===== src/rtl/shared_reg_arbiter_pkg.sv =====
// Shared definitions for the round-robin register arbiter family:
// index-width helper and the informational activity state encoding.
package shared_reg_arbiter_pkg;

    typedef enum logic {
        ST_IDLE = 1'b0,
        ST_BUSY = 1'b1
    } arb_state_e;

    // Bits needed to index n items; at least 1 so a 2-entry index is legal.
    function automatic int clog2(input int n);
        int r;
        r = 0;
        while ((1 << r) < n) r++;
        return (r < 1) ? 1 : r;
    endfunction

endpackage


===== src/rtl/shared_reg_arbiter_rr_pick.sv =====
// Combinational round-robin priority encoder: scans eff circularly from ptr
// and reports the first set bit as win, with any flagging that one was found.
module rr_pick
    import shared_reg_arbiter_pkg::*;
#(
    parameter int NREQ = 4,
    parameter int IDW  = clog2(NREQ)
) (
    input  logic [NREQ-1:0] eff,
    input  logic [IDW-1:0]  ptr,
    output logic [IDW-1:0]  win,
    output logic            any
);

    always_comb begin
        int idx;
        // NOTE: every output gets a default before the search loop so no
        // path leaves it unassigned, which would otherwise infer a latch.
        win = '0;
        any = 1'b0;
        idx = 0;
        for (int k = 0; k < NREQ; k++) begin
            idx = int'(ptr) + k;
            if (idx >= NREQ) idx = idx - NREQ;
            if (!any && eff[idx]) begin
                any = 1'b1;
                win = IDW'(idx);
            end
        end
    end

endmodule


===== src/rtl/shared_reg_arbiter.sv =====
// Round-robin write arbiter sharing one W-bit register between NREQ clients;
// the winner's data is loaded and a one-cycle grant pulse is returned.
module shared_reg_arbiter
    import shared_reg_arbiter_pkg::*;
#(
    parameter int NREQ = 4,
    parameter int W    = 8,
    localparam int IDW = clog2(NREQ)
) (
    input  logic            clk,
    input  logic            rst,
    input  logic [NREQ-1:0] req,
    input  logic [NREQ*W-1:0] wdata,
    input  logic            clr,
    output logic [NREQ-1:0] gnt,
    output logic [W-1:0]    q,
    output logic            q_vld,
    output logic [IDW-1:0]  owner
);

    logic [NREQ-1:0] gnt_q, gnt_d;
    logic [W-1:0]    q_q, q_d;
    logic            q_vld_q, q_vld_d;
    logic [IDW-1:0]  owner_q, owner_d;
    logic [IDW-1:0]  ptr_q, ptr_d;
    arb_state_e      state_q, state_d;

    logic [NREQ-1:0] eff;
    logic [IDW-1:0]  win;
    logic            any;

    // Masking the live grant keeps a held request from winning twice in a row.
    assign eff = req & ~gnt_q;

    rr_pick #(.NREQ(NREQ), .IDW(IDW)) u_pick (
        .eff (eff),
        .ptr (ptr_q),
        .win (win),
        .any (any)
    );

    always_comb begin
        gnt_d   = '0;
        q_d     = q_q;
        q_vld_d = q_vld_q;
        owner_d = owner_q;
        ptr_d   = ptr_q;
        if (clr) begin
            q_d     = '0;
            q_vld_d = 1'b0;
            owner_d = '0;
        end else if (any) begin
            // Indexed part-select reads only the winner's slice, so X on idle
            // clients' data never reaches q.
            q_d     = wdata[win*W +: W];
            gnt_d   = NREQ'(1) << win;
            owner_d = win;
            q_vld_d = 1'b1;
            ptr_d   = (win == IDW'(NREQ-1)) ? '0 : win + IDW'(1);
        end
    end

    always_comb begin
        state_d = state_q;
        case (state_q)
            ST_IDLE: if (|gnt_d)  state_d = ST_BUSY;
            ST_BUSY: if (!(|gnt_d)) state_d = ST_IDLE;
            default: state_d = ST_IDLE;
        endcase
    end

    // NOTE: state registers use non-blocking assignment so every flop samples
    // the pre-edge values, independent of statement order.
    always_ff @(posedge clk or negedge rst) begin
        if (!rst) begin
            gnt_q   <= '0;
            q_q     <= '0;
            q_vld_q <= 1'b0;
            owner_q <= '0;
            ptr_q   <= '0;
            state_q <= ST_IDLE;
        end else begin
            gnt_q   <= gnt_d;
            q_q     <= q_d;
            q_vld_q <= q_vld_d;
            owner_q <= owner_d;
            ptr_q   <= ptr_d;
            state_q <= state_d;
        end
    end

    assign gnt   = gnt_q;
    assign q     = q_q;
    assign q_vld = q_vld_q;
    assign owner = owner_q;

endmodule


===== config.mk =====
export PLATFORM = sky130hd
export DESIGN_NAME = shared_reg_arbiter
export DESIGN_NICKNAME = d
export VERILOG_FILES = /design/src/rtl/shared_reg_arbiter_pkg.sv /design/src/rtl/shared_reg_arbiter_rr_pick.sv /design/src/rtl/shared_reg_arbiter.sv
export SDC_FILE = /design/constraint.sdc
export NUM_CORES = 1
export LEC_CHECK = 0
export BUFFER_PORTS_ARGS = -buffer_cell sky130_fd_sc_hd__buf_4
export CAP_MARGIN = 30
export CORE_UTILIZATION = 25
export DETAILED_ROUTE_END_ITERATION = 7
export PLACE_DENSITY_LB_ADDON = 0.12
export SLEW_MARGIN = 20
export SYNTH_ARGS = -nofsm -noshare
export SYNTH_HDL_FRONTEND = slang
export SYNTH_SLANG_ARGS = --single-unit

===== constraint.sdc =====
create_clock -name clk -period 3.5 [get_ports clk]
set_input_delay 0.7 -clock clk [delete_from_list [all_inputs] [get_ports clk]]
set_output_delay 0.7 -clock clk [all_outputs]
set_load 0.02 [all_outputs]

# Word level (Yosys, flattened, before mapping)
# Cells that the tools add are included.
# word_totals
ff_bits,17
in_bits,39
output_inout_bits,15
wordCells,68
# op_classes
addsub,8
magnitude_cmp,8
eq_ne,1
shift,2
mux,33
bitwise,3
reduce_logical,8
# ops
operator,n
$lt 32x4->1 const B,4
$mux 32,4
$ge 32x4->1 const B,3
$sub 32x4->32 const B,3
$shiftx 32x6->8,1
$mux 8,2
$mux 1,14
$mux 2,7
$bmux 1 s2,4
$mux 4,2
$add 2x2->3 const B,2
$and 4x4->4,1
$not 4->4,1
$shl 1x2->4 const A,1
$sub 2x3->4 const B,1
$add 2x1->3 const B,1
$ge 2x3->1 const B,1
$logic_and 1x1->1,3
$logic_not 1->1,3
$add 2x1->2 const B,1
$eq 2x2->1 const B,1
$reduce_and 2->1,1
$reduce_bool 2->1,1
$not 1->1,1

# Longest topological paths before layout
# Gate-level depths: netlist of the first run.
# depth
word_depth,18
mapped_depth,7
depth_no_buf,6

# Hierarchy
# Synthesis of the first run repeated with hierarchy kept, for this count alone.
# unflattened
hier_cells,95
hier_area_um2,1041.0
# by_module_without_submodules
module,instances,cells_each,area_per_inst_um2,seq_area_each_um2
shared_reg_arbiter,1,80,963.4,425.4
rr_pick,1,15,77.6,0.0

# Worst setup path after synthesis of the first run
# OpenSTA, ideal clock, no wires.
# synth_path
path_kind,input to register
startpoint,input port req[3]
endpoint,register ptr_q[1]
setup_ns,0.125
t_arrival_ns,2.032
required_ns,3.375
path_slack_ns,1.344
path_stages,7
path_buffers,1
path_cell_list,nor2b_2 a21oi_2 or3_4 buf_6 inv_1 ha_1 mux2_2
# synth_via
elab_chain_len,16
word_cells_on_any_way,31
classes_between,1 x add/sub; 1 x eq/ne; 21 x mux; 1 x bitwise; 7 x reduce/logical
# synth_lines
element,line,rtl
from (decl),shared_reg_arbiter.sv:12,"input logic [NREQ-1:0] req,"
$and 4x4->4 (*),shared_reg_arbiter.sv:33,assign eff = req & ~gnt_q;
$bmux 1 s2,shared_reg_arbiter_rr_pick.sv:25,if (!any && eff[idx]) begin
$mux 1 (not written as such) (2 in series),shared_reg_arbiter_rr_pick.sv:25,
$mux 1,shared_reg_arbiter_rr_pick.sv:25,
$logic_not 1->1,shared_reg_arbiter_rr_pick.sv:25,
$logic_and 1x1->1,shared_reg_arbiter_rr_pick.sv:25,
$mux 1,shared_reg_arbiter_rr_pick.sv:25,
$logic_not 1->1,shared_reg_arbiter_rr_pick.sv:25,
$logic_and 1x1->1,shared_reg_arbiter_rr_pick.sv:25,
$mux 1,shared_reg_arbiter_rr_pick.sv:25,
$logic_not 1->1,shared_reg_arbiter_rr_pick.sv:25,
$logic_and 1x1->1,shared_reg_arbiter_rr_pick.sv:25,
$mux 2,shared_reg_arbiter_rr_pick.sv:25,
$add 2x1->2 or $eq 2x2->1 (tied branches),shared_reg_arbiter.sv:59,ptr_d = (win == IDW'(NREQ-1)) ? '0 : win + IDW'(1);
$mux 2,shared_reg_arbiter.sv:59,
to (signal assigned),shared_reg_arbiter.sv:87,ptr_q <= ptr_d;
to (decl),shared_reg_arbiter.sv:25,"logic [IDW-1:0] ptr_q, ptr_d;"
# Every way passes the cells marked *; elsewhere a longest branch is shown, timed or not. The select of a mux whose other input is x is not followed.
# A chain may end at the register's enable or synchronous reset.

# Final worst setup path of the first run
# Same ends and word-level chain as after synthesis.

==> metrics.md, run 1 <==
| Metric | Value |
|---|---|
| Run status | `finished, final reports clean` |
| Most common flop cell mapped by yosys | `dfrtp_1` |
| Number of rows created at floorplan | `23` |
| Pre-CTS setup slack | `1.158 ns` |
| Die X | `67.76 um` |
| Asr flop ratio synth | `1.000` |
| Number of buffers created by CTS | `3` |
| First-iteration detailed-routing DRC count | `59` |
| Clock Latency Late Sink | `0.25 ns` |
| Setup violations, final | `0` |
| Final hold violation count | `0` |
| Fin Hold WS | `0.3021 ns` |
| Syn nets | `138` |
| Startpoint-to-endpoint class of the critical path | `input pin to register` |
| Via count of the first global-routing pass | `947` |
| Number of levels in the clock H-tree | `1` |
| Initial antenna violation count | `0` |
| Number of buffer and inverter instances along the worst setup path | `2` |
| Starting density of the core | `0.2645` |
| Overall Global Routing Usage | `0.1308` |
| WP depth | `7` |
| Startpoint of the most critical setup path | `req[3]` |
| Number of clock sinks | `17` |
| Post-CTS clock slew at the launch and capture registers of the worst setup and hold paths | `0.07 ns` |
| Cells traversed along the worst timing path | `buf_4 > nor2b_2 > a21oi_2 > or3_4 > inv_1 > ha_1 > mux2_2` |
| Total wire length | `2820 um` |
| Slew at the pin closest to its max-slew limit | `0.5009 ns` |
| Worst Path Arrival | `2.20 ns` |
| Share of final-layout standard cells stronger than drive strength 1 | `0.4564` |
| Cell Area, Placed | `1515 um2` |
| Worst rel slew slack | `0.6661` |
| CP Capture Type | `register` |
| Filler cell count in the final layout | `423` |
| Kind of launch point of the worst setup path | `input pin` |
| Share of the clock period used by the worst path after layout | `0.5893` |
| Total standard cell area after synthesis | `1081 um2` |
| Setup WS post-layout | `1.437 ns` |
| Synthesized area per cell | `11.38 um2` |
| Floorplan Core Area | `4086 um2` |
| Number of resized instances in the post-cts repair step | `0` |
| HPWL after detailed placement | `2187 um` |
| Number of enable-type register cells in the synthesized netlist | `0` |
| Worst reg-to-reg setup slack | `1.53 ns` |
| Global placer's final weighted congestion | `0.6899` |
| Number of DRC violations after detailed routing | `0` |
| CTS hold repair buffers | `0` |
| Wire length of the first global-routing pass | `4395 um` |
| Die Ht | `67.76 um` |
| Detailed-route via count | `934` |
| Ports | `54` |
| Largest net degree at the start of global routing | `18` |
| Top achievable clock speed | `484.8 MHz` |
| Maximum vdd ir drop | `0.2099 mV` |
| Via density per instance | `4.693` |
| Commonest cells in the synthesized netlist | `dfrtp_1 (17), mux2i_1 (16), nand3b_1 (9)` |
| DR pass1 iterations | `4` |
| Fin Clk Skew | `0.003461 ns` |
| Capture point of the worst path | `ptr_q[1]$_DFFE_PN0P_` |
| Nets | `193` |
| Critical path's slowest cell | `or3_4` |
| Unrepaired setup endpoints after global routing | `false` |
| Final worst path period need | `2.063 ns` |
| Length in cells of the worst reg-to-reg path | `6` |
| Slowest stage delay, CP | `0.50 ns` |
| Share of Yosys cell area claimed by the top area cell type | `0.3935` |
| Clock Path Buffers | `2` |
| Synthesized instance count | `95` |
| Cell taking the most area after synthesis | `dfrtp_1` |
| Area of the die | `4591 um2` |
| Summed negative setup slack over all endpoints | `0 ns` |
| Areal power density over the cells | `664.3 nW/um2` |
| Number of synthesized register bits | `17` |
| Critical path data required time | `3.64 ns` |
| Synth-to-layout area growth | `44.44%` |
| Leakage component of the power | `0.7804 nW` |
| Design Area, Final | `1562 um2` |
| Launch point of the worst reg-to-reg path | `gnt[1]$_DFF_PN0_` |
| Port buffer count | `53` |
| Most area-consuming cells after synthesis | `dfrtp_1 (39%), mux2i_1 (15%), o221ai_1 (6.5%), nand3b_1 (6.3%), ha_1 (4.6%)` |
| Number of max-cap violations | `0` |
| Clk Tree Root Cell | `clkbuf_8` |
| Number of warnings reported in the yosys synthesis log | `0` |
| Global-route congestion overflow total | `0` |
| Total power of the final layout | `1.037 mW` |
| Number of routed nets with antenna violations | `0` |
| Reg-to-reg critical path endpoint | `ptr_q[1]$_DFFE_PN0P_` |
| Most repeated cell in the gate-level netlist after synthesis | `dfrtp_1` |
| ANT cells | `0` |
| Sequential share of the synthesized area | `0.3935` |
| CTS tree | `yes` |
| Synth unique cells | `31` |
| Path type of the worst min-delay path | `input pin to asynchronous set/reset pin` |
| Post-CTS setup-driven buffer insertion count | `0` |
| Crit path max-delay family | `simple AND/OR/NAND/NOR gates` |
| Largest fanout of any net on the critical path | `12` |
| Final Slew Violations | `0` |
| Routed length per instance | `14.17 um` |
-- area by class of cell --
class                      instances  area (um2)  area share
clock buffer                       3       41.29     0.02644
clock inverter                     1       5.005    0.003205
inverter                           5       18.77     0.01202
multi-input combinational         69       603.1      0.3862
sequential                        17       425.4      0.2724
tap                               50       62.56     0.04006
timing repair buffer              54       405.4      0.2596
-- metal layers --
layer / track usage / vias to the layer above / part of all wire
li1: - / 461 / -
met5: 0 / - / 0
met1: 0.1612 / 448 / 0.41
met3: 0.01858 / 2 / 0.042
met4: 0.03989 / 0 / 0.0071
met2: 0.2314 / 23 / 0.54
-- stage by stage --
step             util  cells
3_3_place_gp   0.3708    195
2_1_floorplan       -     95
3_5_place_dp   0.3708    195
4_1_cts        0.3821    199
5_1_grt        0.3821    199
6_report       0.3821    199
-- power breakdown --
group | total, mW | internal, mW | leakage, nW | switching [mW]
logic | 0.564 | 0.262 | 0.535 | 0.302
clock network | 0.146 | 0.0788 | 0.0255 | 0.0676
registers | 0.327 | 0.268 | 0.220 | 0.0589
total | 1.04 | 0.609 | 0.780 | 0.428
-- kinds of logic (layout without fill, tap and decap cells) --
family / Yosys count / in the layout / share of synthesized area
AND/OR/NAND/NOR: 28 / 28 / 0.1921
flip-flops: 17 / 17 / 0.3935
multiplexers: 17 / 17 / 0.1586
buffers and inverters: 9 / 63 / 0.04860
adder cells (fa/ha/maj): 4 / 4 / 0.04630
AO/OA/AOI/OAI: 20 / 20 / 0.1609
-- worst min-delay path by stage --
stage / cells after the start / end / slack (ns) / from
finish: 1 / owner[0]$_DFFE_PN0P_ / 0.30 / rst
global route: 1 / owner[0]$_DFFE_PN0P_ / 0.32 / rst
CTS: 1 / owner[0]$_DFFE_PN0P_ / 0.31 / rst
detailed placement: 2 / q[7]$_DFFE_PN0P_ / 0.52 / q[7]$_DFFE_PN0P_
global placement: 2 / q_vld$_DFFE_PN0P_ / 0.51 / q_vld$_DFFE_PN0P_
floorplan: 0 / gnt[0]$_DFF_PN0_ / 0.40 / rst
-- layout by cell type (no fill, tap or decap), types with 3 or more instances in the layout --
cell | netlist | final
a21oi_1 | 3 | 3
and2_1 | 4 | 4
buf_4 | 1 | 54
clkbuf_8 | 0 | 3
dfrtp_1 | 17 | 17
ha_1 | 4 | 4
inv_1 | 4 | 4
mux2i_1 | 16 | 16
nand2_1 | 5 | 5
nand3b_1 | 9 | 9
o221ai_1 | 8 | 8
-- registers in the layout, indices dropped and copies added, names as in the netlist --
signal and flops:
gnt 4, owner 2, ptr_q 2, q 8, q_vld 1
(Power assumes the default switching activity.)
==> inputs of run 2 (changes only) <==
- ABC_AREA: not set -> 1
- clock period: 3.5 -> 1.9 ns (I/O delays scaled with it)
==> run 2 against run 1 <==
Design area rose by 36%; non-clock buffer count rose by 19; synthesized cell count rose by 97%; via count rose by 57%; clock skew rose by 0.0032 ns.
==> metrics.md, run 2 <==
| Metric | Value |
|---|---|
| Design Area, Final | `2118 um2 (was 1562 um2)` |
| Number of warnings reported in the yosys synthesis log | `0 (unchanged)` |
| First-iteration detailed-routing DRC count | `66 (was 59)` |
| Leakage component of the power | `1.071 nW (was 0.7804 nW)` |
| Number of routed nets with antenna violations | `0 (unchanged)` |
| Fin Hold WS | `0.3640 ns (was 0.3021 ns)` |
| Nets | `298 (was 193)` |
| Finished Core Util | `0.4397 (was 0.3821)` |
| Total power of the final layout | `4.640 mW (was 1.037 mW)` |
| Port buffer count | `53 (unchanged)` |
| Cell Area, Placed | `1832 um2 (was 1515 um2)` |
| Number of clock sinks | `17 (unchanged)` |
| Kind of launch point of the worst setup path | `register (was input pin)` |
| HPWL after detailed placement | `2966 um (was 2187 um)` |
| Worst rel slew slack | `0.7545 (was 0.6661)` |
| Slowest stage delay, CP | `0.45 ns (was 0.50 ns)` |
| Clk Tree Root Cell | `clkbuf_8 (unchanged)` |
| Overall Global Routing Usage | `0.1475 (was 0.1308)` |
| Critical path's slowest cell | `dfrtp_2 (was or3_4)` |
| Most area-consuming cells after synthesis | `dfrtp_1 (33%), nand3_1 (22%), nand2_1 (19%), ha_1 (3.9%), nand3_2 (3.1%) (was dfrtp_1 (39%), mux2i_1 (15%), o221ai_1 (6.5%), nand3b_1 (6.3%), ha_1 (4.6%))` |
| CTS tree | `yes (unchanged)` |
| Commonest cells in the synthesized netlist | `nand2_1 (64), nand3_1 (56), dfrtp_1 (17) (was dfrtp_1 (17), mux2i_1 (16), nand3b_1 (9))` |
| Commonest non-fill, non-tap cells in the layout | `buf_4 (65), nand2_1 (55), nand3_1 (40), nand3_2 (16), dfrtp_1 (15) (was buf_4 (54), dfrtp_1 (17), mux2i_1 (16), nand3b_1 (9), o221ai_1 (8))` |
| Global placer's final weighted congestion | `0.7949 (was 0.6899)` |
| Detailed-route via count | `1469 (was 934)` |
| Die Ht | `73.38 um (was 67.76 um)` |
| Die X | `73.38 um (was 67.76 um)` |
| Total wire length | `3932 um (was 2820 um)` |
| Filler cell count in the final layout | `524 (was 423)` |
| Final Slew Violations | `0 (unchanged)` |
| Area of the die | `5385 um2 (was 4591 um2)` |
| Clock Latency Late Sink | `0.26 ns (was 0.25 ns)` |
| Synth unique cells | `20 (was 31)` |
| Setup violations, final | `0 (unchanged)` |
| Sequential share of the synthesized area | `0.3340 (was 0.3935)` |
| Startpoint-to-endpoint class of the critical path | `register to register (was input pin to register)` |
| Largest net degree at the start of global routing | `18 (unchanged)` |
| ANT cells | `0 (unchanged)` |
| Routed length per instance | `12.25 um (was 14.17 um)` |
| Share of Yosys cell area claimed by the top area cell type | `0.3340 (was 0.3935)` |
| Wire length of the first global-routing pass | `6044 um (was 4395 um)` |
| Critical Path Most Common Cell | `nand2_2` |
| Summed negative setup slack over all endpoints | `0 ns (unchanged)` |
| Critical path data required time | `2.04 ns (was 3.64 ns)` |
| Share of final-layout standard cells stronger than drive strength 1 | `0.4843 (was 0.4564)` |
| Unrepaired setup endpoints after global routing | `true (was false)` |
| Cell taking the most area after synthesis | `dfrtp_1 (unchanged)` |
| Number of standard cells in the final layout excluding fillers | `321 (was 199)` |
| Cells traversed along the worst timing path | `clkinv_4 > nand2_2 > nand2_2 > nand3_2 > nand2_4 > buf_6 > nand4_1 > nand3_1 > nand2_2 > inv_4 > ha_4 > nand2_2 > o21ai_2 (was buf_4 > nor2b_2 > a21oi_2 > or3_4 > inv_1 > ha_1 > mux2_2)` |
| Areal power density over the cells | `2191 nW/um2 (was 664.3 nW/um2)` |
| Share of the clock period used by the worst path after layout | `0.9750` |
| Most repeated cell in the gate-level netlist after synthesis | `nand2_1 (was dfrtp_1)` |
| Largest fanout of any net on the critical path | `8 (was 12)` |
| Path type of the worst min-delay path | `input pin to register (was input pin to asynchronous set/reset pin)` |
| Final hold violation count | `0 (unchanged)` |
| Ports | `54 (unchanged)` |
| Number of max-cap violations | `0 (unchanged)` |
| Pre-CTS setup slack | `-0.1372 ns (was 1.158 ns)` |
| Number of enable-type register cells in the synthesized netlist | `0 (unchanged)` |
| Global-route congestion overflow total | `0 (unchanged)` |
| Number of rows created at floorplan | `25 (was 23)` |
| Slew at the pin closest to its max-slew limit | `0.3673 ns (was 0.5009 ns)` |
| Placed cell count | `316 (was 195)` |
| Maximum vdd ir drop | `0.7751 mV (was 0.2099 mV)` |
| Setup WS post-layout | `0.04753 ns (was 1.437 ns)` |
| Largest register FFs | `8 (unchanged)` |
| Run status | `finished, final reports clean (unchanged)` |
| Synthesized instance count | `187 (was 95)` |
| Total standard cell area after synthesis | `1274 um2 (was 1081 um2)` |
| Syn nets | `230 (was 138)` |
| Via count of the first global-routing pass | `1362 (was 947)` |
| Number of levels in the clock H-tree | `1 (unchanged)` |
| Clock Path Buffers | `2 (unchanged)` |
| CP Capture Type | `register (unchanged)` |
| Synthesized area per cell | `6.811 um2 (was 11.38 um2)` |
| DR pass1 iterations | `4 (unchanged)` |
| Number of buffers created by CTS | `3 (unchanged)` |
| Top achievable clock speed | `539.8 MHz` |
| Number of DRC violations after detailed routing | `0 (unchanged)` |
| Number of synthesized register bits | `17 (unchanged)` |
| Starting density of the core | `0.2644 (was 0.2645)` |
| Final worst path period need | `1.852 ns` |
| Fin Clk Skew | `0.006646 ns (was 0.003461 ns)` |
| Via density per instance | `4.576 (was 4.693)` |
| Most frequent standard cell in the layout excluding fill and tap cells | `buf_4 (unchanged)` |
| Asr flop ratio synth | `1.000 (unchanged)` |
| Initial antenna violation count | `0 (unchanged)` |
| Worst Path Arrival | `1.99 ns (was 2.20 ns)` |
| Post-CTS clock slew at the launch and capture registers of the worst setup and hold paths | `0.06 ns (was 0.07 ns)` |
| Synth-to-layout area growth | `66.31% (was 44.44%)` |
| Most common flop cell mapped by yosys | `dfrtp_1 (unchanged)` |
| Floorplan Core Area | `4817 um2 (was 4086 um2)` |
run 2: cell types whose count changed after synthesis, moves of 3 or more:
cell	change
nand2_1	+59
nand3_1	+56
mux2i_1	-16
nand3b_1	-9
nor2_1	+8
o221ai_1	-8
buf_2	+5
and2_1	-4
nand2_2	+4
nand3_2	+4
a21oi_1	-3
nand4_1	+3
run 2: area by class of cell:
| type | instances | area [um2] | share of cell area |
|---|---|---|---|
| Multi-Input combinational cell | 151 | 930.9 | 0.4395 |
| Timing Repair Buffer | 73 | 585.6 | 0.2764 |
| Sequential cell | 17 | 427.9 | 0.2020 |
| Tap cell | 67 | 83.83 | 0.03957 |
| Inverter | 9 | 43.79 | 0.02067 |
| Clock buffer | 3 | 41.29 | 0.01949 |
| Clock inverter | 1 | 5.005 | 0.002363 |
run 2: logic make-up (layout without fill, tap and decap cells):
kind of cell / Yosys count / count (layout) / share of synthesized area
flops: 17 / 17 / 0.3340
buf+inv: 19 / 86 / 0.08054
compound gates: 4 / 4 / 0.01572
simple gates: 143 / 143 / 0.5305
fa+ha+maj: 4 / 4 / 0.03929
run 2: critical path, delay by kind of cell, from the launching register on:
family          cells  cell delay (ns)
compound gates      1             0.04
simple gates        8             0.68
buf+inv             3             0.32
fa+ha+maj           1             0.24
flops               1             0.45
run 2: report_power, final:
part / switching (mW) / internal, mW
clock network: 0.134 / 0.146
registers: 0.121 / 0.522
logic: 2.12 / 1.59
run 2: timing repair:
item / in CTS / in global routing
endpoints found under the hold margin: 17 / 0
hold buffers: 1 / 0
pin swaps: 0 / 15
gates resized for setup: 4 / 49
endpoints found under the setup margin: 11 / 14
buffers inserted: 0 / 1
run 2: routing by layer:
layer | wire length (um) | up-vias | GRT usage
met5 | 0 | - | 0
met4 | 63 | 0 | 0.06410
met3 | 102 | 5 | 0.01920
met2 | 2060 | 22 | 0.2510
met1 | 1705 | 688 | 0.1867
li1 | - | 754 | -
run 2: final timing paths:
check                                           from                    to  slack (ns)  depth (start not counted)
worst max-delay path            ptr_q[0]$_DFFE_PN0P_  ptr_q[1]$_DFFE_PN0P_        0.05                         13
worst min-delay path                             clr      gnt[0]$_DFF_PN0_        0.36                          2
worst max register to register  ptr_q[0]$_DFFE_PN0P_  ptr_q[1]$_DFFE_PN0P_        0.05                         13
worst min register to register      q[4]$_DFFE_PN0P_      q[4]$_DFFE_PN0P_        0.48                          2
max in group asynchronous                        rst  ptr_q[0]$_DFFE_PN0P_        1.16                          2
min in group asynchronous                        rst      q[5]$_DFFE_PN0P_        0.52                          2
